[config.mk]
export PLATFORM = sky130hd
export DESIGN_NAME = layer_compositor
export DESIGN_NICKNAME = d
export VERILOG_FILES = /design/src/rtl/compositor_pkg.sv /design/src/rtl/layer_compositor_flash_timer.sv /design/src/rtl/layer_compositor.sv
export SDC_FILE = /design/constraint.sdc
export NUM_CORES = 1
export LEC_CHECK = 0
export BUFFER_PORTS_ARGS = -buffer_cell sky130_fd_sc_hd__buf_2
export CAP_MARGIN = 20
export CORE_MARGIN = 2
export CORE_UTILIZATION = 25
export DETAILED_ROUTE_END_ITERATION = 8
export GPL_ROUTABILITY_DRIVEN = 0
export PLACE_DENSITY = 0.42
export SLEW_MARGIN = 20
export SYNTH_ARGS = -nofsm -noshare
export SYNTH_HDL_FRONTEND = slang
export SYNTH_SLANG_ARGS = --single-unit
[constraint.sdc]
create_clock -name Clk -period 7 [get_ports Clk]
set_input_delay 1.75 -clock Clk [delete_from_list [all_inputs] [get_ports Clk]]
set_output_delay 1.75 -clock Clk [all_outputs]
set_load 0.005 [all_outputs]
[src/rtl/compositor_pkg.sv]
// Shared types and constants for the layer compositor: default palette,
// the transparent index and a helper that slices the flattened index bus.
package compositor_pkg;

  localparam int MAX_BUS_W   = 256;
  localparam int MAX_INDEX_W = 8;
  localparam int DEFAULT_PAL_N = 32;

  localparam int TRANSPARENT = 0;

  // Entry i sits at bits [i*24 +: 24]; entry 0 is listed last.
  localparam logic [DEFAULT_PAL_N-1:0][23:0] DEFAULT_PALETTE = {
    {16{24'h000000}},
    24'h787878, 24'h503000, 24'hA81000, 24'hFCE0A8,
    24'hD8B8F8, 24'h6888FC, 24'hB8F818, 24'hF8D878,
    24'h5888B8, 24'h00A800, 24'h0058F8, 24'hF87858,
    24'h980000, 24'hF8F8F8, 24'h000000, 24'h010101
  };

  function automatic logic [MAX_INDEX_W-1:0] layer_slice(
    input logic [MAX_BUS_W-1:0] vec,
    input int unsigned          i,
    input int unsigned          w
  );
    logic [MAX_BUS_W-1:0]   shifted;
    logic [MAX_INDEX_W-1:0] r;
    shifted = vec >> (i * w);
    r = shifted[MAX_INDEX_W-1:0];
    for (int b = 0; b < MAX_INDEX_W; b++) begin
      if (b >= int'(w)) r[b] = 1'b0;
    end
    return r;
  endfunction

endpackage

[src/rtl/layer_compositor_flash_timer.sv]
// Per-layer hit-flash frame counter; a load overrides a same-cycle decrement,
// and the count saturates at zero.
module flash_timer #(
  parameter int FLASH_FRAMES = 8
) (
  input  logic i_clk,
  input  logic i_rst,
  input  logic i_load,
  input  logic i_dec,
  output logic o_active
);

  localparam int CW = $clog2(FLASH_FRAMES + 1);

  logic [CW-1:0] r_count;

  always_ff @(posedge i_clk) begin
    if (i_rst) begin
      r_count <= '0;
    end else if (i_load) begin
      r_count <= CW'(FLASH_FRAMES);
    end else if (i_dec && (r_count != '0)) begin
      r_count <= r_count - 1'b1;
    end
  end

  assign o_active = (r_count != '0);

endmodule

[src/rtl/layer_compositor.sv]
// N-layer sprite compositor: priority pick, palette lookup, hit-flash and blanking.
// Two-stage pipeline, one pixel per clock, no backpressure.
module layer_compositor
  import compositor_pkg::*;
#(
  parameter int          LAYERS       = 6,
  parameter int          INDEX_W      = 5,
  parameter int          FLASH_FRAMES = 8,
  parameter logic [23:0] FLASH_COLOR  = 24'hF8F8F8,
  localparam int         WIN_W        = $clog2(LAYERS + 1)
) (
  input  logic                        Clk,
  input  logic                        Reset,
  input  logic                        blank_n,
  input  logic                        frame_start,
  input  logic [LAYERS-1:0]           layer_hit,
  input  logic [LAYERS*INDEX_W-1:0]   layer_index,
  input  logic [LAYERS-1:0]           layer_en,
  input  logic [23:0]                 bkg_color,
  input  logic [LAYERS-1:0]           flash_req,
  input  logic                        pal_we,
  input  logic [INDEX_W-1:0]          pal_addr,
  input  logic [23:0]                 pal_data,
  output logic [7:0]                  VGA_R,
  output logic [7:0]                  VGA_G,
  output logic [7:0]                  VGA_B,
  output logic                        VGA_BLANK_N,
  output logic [WIN_W-1:0]            winner
);

  localparam int PAL_N = 1 << INDEX_W;
  localparam logic [WIN_W-1:0] BKG_ID = WIN_W'(LAYERS);

  logic [INDEX_W-1:0] w_idx [LAYERS];
  logic [WIN_W-1:0]   w_win;
  logic [INDEX_W-1:0] w_win_idx;
  logic [LAYERS-1:0]  w_active;
  logic [23:0]        w_color;

  logic [WIN_W-1:0]   r1_win;
  logic [INDEX_W-1:0] r1_idx;
  logic [23:0]        r1_bkg;
  logic               r1_blank;

  logic [23:0]        r2_rgb;
  logic               r2_blank;
  logic [WIN_W-1:0]   r2_win;

  logic [23:0]        r_pal [PAL_N];
  logic               r_phase;

  // Scan from the lowest priority upward so the lowest-numbered opaque layer wins.
  always_comb begin
    w_win     = BKG_ID;
    w_win_idx = '0;
    for (int i = LAYERS - 1; i >= 0; i--) begin
      w_idx[i] = INDEX_W'(layer_slice(MAX_BUS_W'(layer_index), i, INDEX_W));
      if (layer_hit[i] && layer_en[i] && (w_idx[i] != INDEX_W'(TRANSPARENT))) begin
        w_win     = WIN_W'(i);
        w_win_idx = w_idx[i];
      end
    end
  end

  always_ff @(posedge Clk) begin
    if (Reset) begin
      r1_win   <= BKG_ID;
      r1_idx   <= '0;
      r1_bkg   <= '0;
      r1_blank <= 1'b0;
    end else begin
      r1_win   <= w_win;
      r1_idx   <= w_win_idx;
      r1_bkg   <= bkg_color;
      r1_blank <= blank_n;
    end
  end

  always_ff @(posedge Clk) begin
    if (Reset) begin
      for (int e = 0; e < PAL_N; e++) begin
        r_pal[e] <= (e < DEFAULT_PAL_N) ? DEFAULT_PALETTE[e] : 24'h000000;
      end
    end else if (pal_we) begin
      r_pal[pal_addr] <= pal_data;
    end
  end

  always_ff @(posedge Clk) begin
    if (Reset) r_phase <= 1'b0;
    else if (frame_start) r_phase <= ~r_phase;
  end

  for (genvar g = 0; g < LAYERS; g++) begin : g_flash
    flash_timer #(.FLASH_FRAMES(FLASH_FRAMES)) u_flash (
      .i_clk   (Clk),
      .i_rst   (Reset),
      .i_load  (flash_req[g]),
      .i_dec   (frame_start),
      .o_active(w_active[g])
    );
  end

  // Palette is read at the stage-2 edge, so a same-edge write is not yet visible.
  always_comb begin
    w_color = r_pal[r1_idx];
    if (r1_win == BKG_ID) begin
      w_color = r1_bkg;
    end else if (w_active[r1_win] && r_phase) begin
      w_color = FLASH_COLOR;
    end
  end

  always_ff @(posedge Clk) begin
    if (Reset) begin
      r2_rgb   <= '0;
      r2_blank <= 1'b0;
      r2_win   <= BKG_ID;
    end else begin
      r2_rgb   <= r1_blank ? w_color : 24'h000000;
      r2_blank <= r1_blank;
      r2_win   <= r1_win;
    end
  end

  assign VGA_R       = r2_rgb[23:16];
  assign VGA_G       = r2_rgb[15:8];
  assign VGA_B       = r2_rgb[7:0];
  assign VGA_BLANK_N = r2_blank;
  assign winner      = r2_win;

endmodule

## Yosys cells after proc, flatten, opt, wreduce, memory -nomap -nowiden

Memory sizes are Yosys's and may differ from the RTL's. A register that Yosys moved wholly into a read port is not among the register bits.
Cells that the tools add are included.

- Add/subtract/negate cells: 6
- Order comparisons: 1
- Equal/unequal tests: 1
- Multiplexer cells: 37
- Bitwise logic cells: 2
- Reduce and logical (&&, ||, !) cells: 46

Operators by type and width:

| kind | count |
|---|---|
| 2-to-1 mux 24 bit | 3 |
| 2-to-1 mux 4 bit | 12 |
| 2-to-1 mux 5 bit | 8 |
| nonzero test 5 bit | 6 |
| nonzero test 4 bit | 6 |
| OR reduction 24 bit | 1 |
| subtractor 4 x 1 -> 4 bit (second input constant) | 6 |
| logical AND 1 bit | 19 |
| OR reduction 2 bit | 8 |
| 2-to-1 mux 3 bit | 4 |
| nonzero test 2 bit | 6 |
| 2-to-1 mux 1 bit | 7 |
| < comparator 3 x 4 -> 1 bit (second input constant) | 1 |
| 2-to-1 mux 2 bit | 2 |
| binary-select mux 1 bit (select 3 bit) | 1 |
| equality test 3 bit (second input constant) | 1 |
| NOT 1 bit | 2 |

- Register bits after elaboration: 81
- RAM bits: 768
- Input port bits: 106
- Output and inout port bits: 28
- Logic and storage cells: 114
- Memories kept: 1

Memories:

| memory | depth | bits a word | rd ports | clocked after Yosys merged registers in | wr ports | RTL line | text |
|---|---|---|---|---|---|---|---|
| r_pal | 32 | 24 | 1 | 1 | 32 | layer_compositor.sv:49 | `logic [23:0] r_pal [PAL_N];` |

## Depth between registers and ports, before layout

Gate-level depths: netlist of the first run.

- Word-level depth: 9
- Gate-level depth with buffers: 10
- Mapped depth without buffers: 8

## Hierarchy

Synthesis of the first run repeated with hierarchy kept, for this count alone.

- Cells, all modules: 2839
- Area total of the unflattened synthesis: 39157.6 um^2

By module, submodules not included:

| module | instances | cells each | area an instance (um^2) | seq. area each (um^2) |
|---|---|---|---|---|
| layer_compositor | 1 | 2689 | 37821.3 | 24303.3 |
| flash_timer | 6 | 25 | 222.7 | 80.1 |

## Worst setup path before layout of the first run

OpenSTA, ideal clock, no wires.

- Kind: input-to-reg
- From: input port Reset
- To: memory r_pal[20][0], enable pin
- Library setup time: 0.358 ns
- Data arrival time: 3.068 ns
- Required time: 6.642 ns
- Setup slack: 3.574 ns
- Cell stages on the path: 5
- Buffers on the path: 1
- Cell sequence: nand2b_1 > or3_1 > clkbuf_1 > nor2_1 > or2_2

RTL lines:

| what | RTL line | text |
|---|---|---|
| from (decl) | layer_compositor.sv:13 | `input logic Reset,` |
| to (decl) | layer_compositor.sv:49 |  |

==> results of run 1 <==
-- synthesized netlist by cell type (all sizes together), types with 9 or more instances --
master  number  area share [%]
nor3        24            0.31
nand2       33            0.32
nand3        9            0.12
a21oi       16            0.21
edfxtp     768              60
mux4       234              14
o22ai       18            0.31
mux2i       15            0.39
or2         36            0.59
or3        135             2.2
and2       640              10
nor2        83            0.82
dfxtp       86             4.5
clkbuf     196             1.9
o21ai       31            0.41
nor2b       29            0.48
buf         39            0.72
inv         15            0.15
-- where the power goes --
part           internal [uW]  switching [uW]
logic                    468             849
clock network           2960            2150
registers               5820             124
total                   9250            3130
-- layout make-up --
cell class	instances	area (sq um)	share of cell area [%]
flip-flops and latches	854	24800	56.43
multi-input cells	1388	12400	28.22
clock buffers	124	2644	6.017
well taps	2030	2540	5.781
repair buffers	172	985.9	2.244
clock inverters	56	488.0	1.111
inverters	15	56.30	0.1281
diodes	12	30.03	0.06834
-- registers in the layout, summed over array words and instances, names as in the netlist, named ones only --
signal	flops
r1_win	3
r1_blank	1
r1_bkg	24
r2_rgb	24
g_flash.u_flash.r_count	24
r_phase	1
r_pal	768
VGA_BLANK_N	1
winner	3
-- placed cells by master, fill, tap and decap left out, types with 22 or more instances in the layout --
| cell | count |
|---|---|
| edfxtp_1 | 768 |
| and2_1 | 638 |
| mux4_2 | 234 |
| or3_1 | 134 |
| buf_2 | 132 |
| clkbuf_16 | 101 |
| dfxtp_1 | 82 |
| nor2_1 | 63 |
| buf_4 | 38 |
| or2_2 | 36 |
| nand2_1 | 32 |
| nor2b_1 | 29 |
| o21ai_0 | 28 |
| nor3_1 | 24 |
| clkinv_2 | 22 |
-- cell families after synthesis --
| group | count (synthesis) | synth area share, % |
|---|---|---|
| AO/OA/AOI/OAI | 104 | 1.730 |
| multiplexers | 249 | 14.19 |
| buffers and inverters | 250 | 2.795 |
| flip-flops | 854 | 64.90 |
| adder cells (fa/ha/maj) | 6 | 0.1966 |
| AND/OR/NAND/NOR | 1016 | 15.88 |
| XOR/XNOR | 13 | 0.2982 |
-- metal layers --
layer	track usage [%]	part of all wire [%]	routed length (um)	up-vias
met3	3.208	6.0	7604	148
met1	21.56	43	54340	11320
met2	26.67	49	61280	703
li1	-	-	-	9341
met4	3.790	2.2	2807	0
met5	0	0	0	-
-- worst max-delay path, cell delays in order --
cell and delay (ns):
buf_4 0.24, nand2b_1 0.24, nor2_1 0.15, nand2_2 0.40
buf_4 0.40, nor2_2 0.68, or2_2 0.63
-- metrics by stage --
stage,util (%),hold slack [ns],instance area (sq um),total power [uW],instances
after CTS,28.94,0.4384,43900,12520,4639
after floorplan,-,0.4014,38190,6721,2492
final,28.96,0.4358,43940,12380,4651
after global routing,28.94,0.4605,43910,12770,4639
after global placement,26.87,0.4241,40770,7379,4459
after detailed placement,26.87,0.4240,40770,7398,4459
-- worst max-delay path by stage --
stage	from	end
after floorplan	Reset	r_pal[20][0]
after global placement	Reset	r_pal[30][17]
after detailed placement	Reset	r_pal[30][0]
after CTS	Reset	r_pal[30][4]
after global routing	Reset	r_pal[30][4]
final	Reset	r_pal[30][4]
==> impl_metrics.toml, run 1 <==
[outcome]
status = "complete, no violations"

[cts]
cts_setup_buffers = 0
hold_buffers = 0
clock_tree.root_cell = "clkbuf_16"
numClockSinks = 854
cts_resized = 0
clk_pin_slew_worst_paths_ns = 0.06
clkLatencyLatePin_ns = 0.69
htreeDepth = 3
cts_tree = "built"
cts.path.max_buffers = 3
cts_buffers = 98

[place]
port_buffers = 133
pre_cts_ws_ns = 2.008
dp_hpwl_um = 79900

[global_routing]
overflow = 0
grt_pass1_wl_um = 177300
globalRouteTotalUtil_pct = 16.07
antenna_found_initial = 22
grt_max_degree = 71
grt_pass1_vias = 22200

[pwr]
p_leak_uw = 0.01449
vdd_drop_max_v = 0.0001682
p_per_area_nw_per_um2 = 281.7

[logic_synthesis]
synth_cell_types = 49
ys_warn_count = 0
ys.flop_type = "edfxtp_1"
mappedNetlistArea_sq_um = 38190
synthArstFlopShare_pct = 0
synth-edff-count = 768
syn_nets = 2604
synth_area_per_cell_sq_um = 15.32
yosysSeqAreaShare_pct = 64.90
synth_cells = 2492
ys_ff_latch = 854

[routing]
final_antenna_net_count = 0
routedWlPerCell_um = 27.10
drc_errors = 0
via_count = 21510
dr.pass1.iters = 5
vias_per_cell = 4.625
routed_wl_um = 126000
drtIter0Drc = 2088

[hold_path]
worstHoldEndpoint = "r2_rgb[18]"
hold_path_class = "reg -> reg"
worstHoldPathCells = 2
min-delay-start = "r1_bkg[18]"

[die]
core_area_sq_um = 151700
ioPinCount = 134
die-width_um = 394.8
dieArea_sq_um = 155900
placementRows = 143
die_h_um = 394.8
initial_core_util_pct = 25.17

[finish]
area_growth_pct = 15.07
layout-drive-gt1-share_pct = 23.65
fillers = 15230
nets = 2641

[sta]
skew_ns = 0.02499
tightest_slew_ns = 1.090
period_share_pct = 60.35
finalSetupViolations = 0
period_needed_ns = 4.224
hold_violations = 0
fmax_mhz = 236.7
slew_headroom_pct = 27.34
slew_violations = 0
timing.final.ws_setup_ns = 2.776
setup_tns_ns = 0
rsz0062_at_grt = "false"

[job]
maxCapViolations = 0

[critical_path]
setup.worst_path.start_class = "primary input"
critPathKind = "in -> reg"
cp.required_ns = 7.31
r2r_end = "r2_rgb[8]"
crit_path_max_fanout = 40
endpoint_kind = "register"
worstPathArrival_ns = 4.53
rr_worst_depth = 5
r2r_slack_ns = 3.46
Note: power is estimated with default switching activity, not from simulation.
==> run 2: changes to the inputs <==
==> constraint.sdc (replaced) <==
create_clock -name Clk -period 4.2 [get_ports Clk]
set_input_delay 1.05 -clock Clk [delete_from_list [all_inputs] [get_ports Clk]]
set_output_delay 1.05 -clock Clk [all_outputs]
set_load 0.005 [all_outputs]
==> run 2 against run 1 <==
Against the previous run:
- flip-flop and latch count did not move
- sequential power rose by 66%
- global-route usage decreased by 1.7 points
- clock power is 65% higher
- total power up 64%
- highest routed layer is now met5
- largest power group unchanged
- hold slack got worse by 0.0083 ns
- die area is the same
- largest cell class unchanged
- clock skew up 0.0015 ns
- register-to-register slack worse by 2.5 ns
==> impl_metrics.toml, run 2 (synthesis gave the netlist of run 1 again) <==
[critical_path]
cp.required_ns = 4.75
endpoint_kind = "register"
setup.worst_path.start_class = "register"
critPathKind = "reg -> reg"
crit_path_max_fanout = 15
worstPathArrival_ns = 3.75

[job]
maxCapViolations = 0

[cts]
cts_tree = "built"
clk_pin_slew_worst_paths_ns = 0.06
hold_buffers = 0
htreeDepth = 3
clkLatencyLatePin_ns = 0.70
clock_tree.root_cell = "clkbuf_16"
cts_resized = 0
cts.path.max_buffers = 3
cts_setup_buffers = 0
numClockSinks = 854
cts_buffers = 100

[finish]
mostFrequentLayoutCells = "768 x edfxtp_1, 638 x and2_1, 234 x mux4_2, 134 x or3_1, 132 x buf_2"
largest_reg_flops = 768
area_growth_pct = 16.24
mostFrequentLayoutCell = "edfxtp_1"
top_register = "r_pal"
nets = 2686
layout-drive-gt1-share_pct = 24.36
final_cell_area_sq_um = 44390
final_util_pct = 29.25

[sta]
setup_tns_ns = 0
finalSetupViolations = 0
slew_headroom_pct = 37.89
hold_violations = 0
fmax_mhz = 312.0
period_needed_ns = 3.205
slew_violations = 0
tightest_slew_ns = 0.9317
skew_ns = 0.02645
rsz0062_at_grt = "false"
period_share_pct = 76.31

[routing]
via_count = 21420
routed_wl_um = 112700
dr.pass1.iters = 7
drtIter0Drc = 1834
final_antenna_net_count = 0
routedWlPerCell_um = 24.04
drc_errors = 0
vias_per_cell = 4.571

[pwr]
vdd_drop_max_v = 0.0003165
p_per_area_nw_per_um2 = 458.6
p_leak_uw = 0.01474
p_total_uw = 20350

[global_routing]
grt_max_degree = 73
grt_pass1_vias = 22560
antenna_found_initial = 16
globalRouteTotalUtil_pct = 14.38
overflow = 0
grt_pass1_wl_um = 163300

[place]
port_buffers = 133
dpl-instance-area_sq_um = 41280
dp_hpwl_um = 73010

[hold_path]
hold_path_class = "reg -> reg"

[die]
dieArea_sq_um = 155900
die-width_um = 394.8
placementRows = 143
die_h_um = 394.8
ioPinCount = 134
initial_core_util_pct = 25.17
core_area_sq_um = 151700

[outcome]
status = "complete, no violations"
[run 2: cell types whose count changed in the layout (fill, tap and decap cells not counted), sizes merged]
cell	before	now
buf	172	215
bufinv	8	6
clkbuf	124	136
clkinv	38	34
clkinvlp	2	3
diode	12	1
inv	23	20
[run 2: critical path, stage by stage (launching register included)]
cell and delay [ns]:
dfxtp_1 0.33, inv_1 0.07, ha_1 0.16, or3b_1 0.38
mux4_2 0.49, o22ai_2 0.34, nand2_1 0.47, o22ai_1 0.73
nor2_1 0.08
[run 2: where the power goes]
part	internal (uW)	switching, uW
logic	818	1230
registers	9700	195
clock network	4870	3540
total	15400	4960
[run 2: layout make-up]
class                   count  area, sq um
flip-flops and latches    854        24800
inverters                  15        56.30
diodes                      1        2.502
clock buffers             136         2709
clock inverters            48        399.1
well taps                2030         2540
repair buffers            215         1496
multi-input cells        1388        12390
fillers                 15190       107300
[run 2: final timing paths]
check	from	end	slack (ns)	depth (start not counted)
worst max-delay path	g_flash[3].u_flash.r_count[0]	r2_rgb[7]	1.0	8
worst min-delay path	r1_bkg[17]	r2_rgb[17]	0.43	2
worst max register to register	g_flash[3].u_flash.r_count[0]	r2_rgb[7]	1.0	8
worst min register to register	r1_bkg[17]	r2_rgb[17]	0.43	2
[run 2: metrics by stage]
stage	hold slack [ns]	setup slack, ns	cells
after floorplan	0.4014	1.474	2492
after global placement	0.4304	0.7371	4502
after detailed placement	0.4238	0.6899	4502
after CTS	0.4366	1.013	4686
after global routing	0.4448	0.8787	4686
final	0.4275	0.9951	4687
[run 2: per-layer routing]
layer,global-route usage [%],routed length [um],up-vias
met2,22.96,52400,613
met1,19.70,50820,11190
met3,3.262,6650,185
met5,0,81,-
met4,3.653,2741,12
li1,-,-,9422
==> run 3: changes to the inputs <==
--- a/config.mk
+++ b/config.mk
@@ -11,7 +11,7 @@
 export CORE_UTILIZATION = 25
 export DETAILED_ROUTE_END_ITERATION = 8
 export GPL_ROUTABILITY_DRIVEN = 0
-export PLACE_DENSITY = 0.42
+export PLACE_DENSITY = 0.43
 export SLEW_MARGIN = 20
 export SYNTH_ARGS = -nofsm -noshare
 export SYNTH_HDL_FRONTEND = slang
==> constraint.sdc (replaced) <==
create_clock -name Clk -period 2.9 [get_ports Clk]
set_input_delay 0.725 -clock Clk [delete_from_list [all_inputs] [get_ports Clk]]
set_output_delay 0.725 -clock Clk [all_outputs]
set_load 0.005 [all_outputs]
==> run 3 against run 2 <==
Against the previous run:
- combinational power increased by 53%
- largest cell class unchanged
- highest routed layer unchanged
- die area unchanged
- sequential share of layout area down 0.67 points
- clock power increased by 39%
- largest power group unchanged
- via count rose by 0.94%
- sequential power increased by 44%
==> impl_metrics.toml, run 3 (synthesis gave the netlist of run 1 again) <==
[critical_path]
slowest_delay_ns = 0.60
cp.required_ns = 3.45
worst_path_max_delay_cell = "mux4_2"
crit_chain = "buf_12 -> buf_12 -> mux4_2 -> mux4_2 -> o22ai_1 -> nor2_1"
critPathKind = "reg -> reg"
crit_path_max_fanout = 33
worstPathArrival_ns = 3.24
rr_worst_depth = 6
setup.worst_path.start_class = "register"
endpoint_kind = "register"

[routing]
routedWlPerCell_um = 24.10
drc_errors = 0
vias_per_cell = 4.554
final_antenna_net_count = 0
drtIter0Drc = 1714
via_count = 21620
routed_wl_um = 114400
dr.pass1.iters = 5

[die]
dieArea_sq_um = 155900
placementRows = 143
initial_core_util_pct = 25.17
die_h_um = 394.8
die-width_um = 394.8
ioPinCount = 134
core_area_sq_um = 151700

[place]
port_buffers = 133
dp_hpwl_um = 74040
pre_cts_ws_ns = -0.07686

[hold_path]
worstHoldPathCells = 2
hold_path_class = "in -> reg"

[cts]
hold_buffers = 0
cts_buffers = 98
htreeDepth = 3
cts_resized = 0
cts_setup_buffers = 0
numClockSinks = 854
clk_pin_slew_worst_paths_ns = 0.06
clkLatencyLatePin_ns = 0.69
clock_tree.root_cell = "clkbuf_16"
cts_tree = "built"
cts.path.max_buffers = 3

[sta]
tightest_slew_ns = 1.055
skew_ns = 0.02315
slew_headroom_pct = 29.53
period_share_pct = 92.84
slew_violations = 0
hold_ws_ns = 0.2580
hold_violations = 0
timing.final.ws_setup_ns = 0.2076
period_needed_ns = 2.692
rsz0062_at_grt = "false"
fmax_mhz = 371.4
finalSetupViolations = 0

[finish]
final-seq-area_sq_um = 24800
mostFrequentLayoutCell = "edfxtp_1"
nets = 2743
largest_reg_flops = 768
top_register = "r_pal"
mostFrequentLayoutCells = "768 x edfxtp_1, 638 x and2_1, 234 x mux4_2, 134 x or3_1, 133 x buf_2"
layout-drive-gt1-share_pct = 26.21
multiInputGateArea_sq_um = 12390
fillers = 15180
area_growth_pct = 17.65

[global_routing]
overflow = 0
globalRouteTotalUtil_pct = 14.58
grt_pass1_vias = 23030
grt_pass1_wl_um = 165300
antenna_found_initial = 12
grt_max_degree = 55

[job]
maxCapViolations = 0

[outcome]
status = "complete, no violations"

[pwr]
p_leak_uw = 0.01506
p_per_area_nw_per_um2 = 648.4
vdd_drop_max_v = 0.0004330
==> run 3: changes by cell type in the layout (fill, tap and decap cells not counted), moves of 3 or more <==
cell	previous run	this run
buf_4	66	111
buf_12	17	30
clkinv_2	10	20
clkbuf_1	28	22
clkbuf_8	1	6
bufinv_16	6	2
diode_2	1	5
clkinvlp_4	3	0
inv_6	5	2
==> run 3: where the power goes <==
group	switching [uW]	leakage, uW	internal [uW]
Clock	5020	0.00150	6720
Combinational	1850	0.00547	1280
Sequential	208	0.00809	14000
Total	7080	0.0151	22100
==> run 3: layout make-up <==
cell class	instances	area share, %
inverters	15	0.1253
flip-flops and latches	854	55.19
clock buffers	132	6.043
clock inverters	50	0.7074
repair buffers	274	4.673
diodes	5	0.02785
well taps	2030	5.653
multi-input cells	1388	27.58
==> run 3: worst max-delay path: cells and delay by family, from the launching register on <==
kind,cells,cell delay (ns)
flip-flops,1,0.42
buffers and inverters,2,0.61
AO/OA/AOI/OAI,1,0.36
AND/OR/NAND/NOR,1,0.07
multiplexers,2,1.08
==> run 3: worst paths after layout <==
path | end | slack, ns | from
min reg2reg | r2_rgb[16] | 0.43 | r1_bkg[16]
max | r2_rgb[19] | 0.21 | register
min | g_flash[5].u_flash.r_count[0] | 0.26 | flash_req[5]
max reg2reg | r2_rgb[19] | 0.21 | register
==> run 3: layer usage <==
metal	wire, um	GRT usage (%)	part of all wire [%]
met4	2560	4.014	2.2
met1	49250	19.10	43
met2	54690	23.92	48
met3	7871	3.609	6.9
met5	74	0	0.065
==> run 3: per-stage QoR <==
stage	util (%)	cells	TNS (ns)	total power (uW)	cell area, sq um
2_1_floorplan	-	2492	0	16220	38190
6_report	29.61	4748	0	29130	44930
5_1_grt	29.60	4743	0	30150	44920
4_1_cts	29.60	4743	0	29490	44920
3_5_place_dp	27.60	4561	-0.07686	17680	41880
3_3_place_gp	27.60	4561	-0.5168	17600	41880
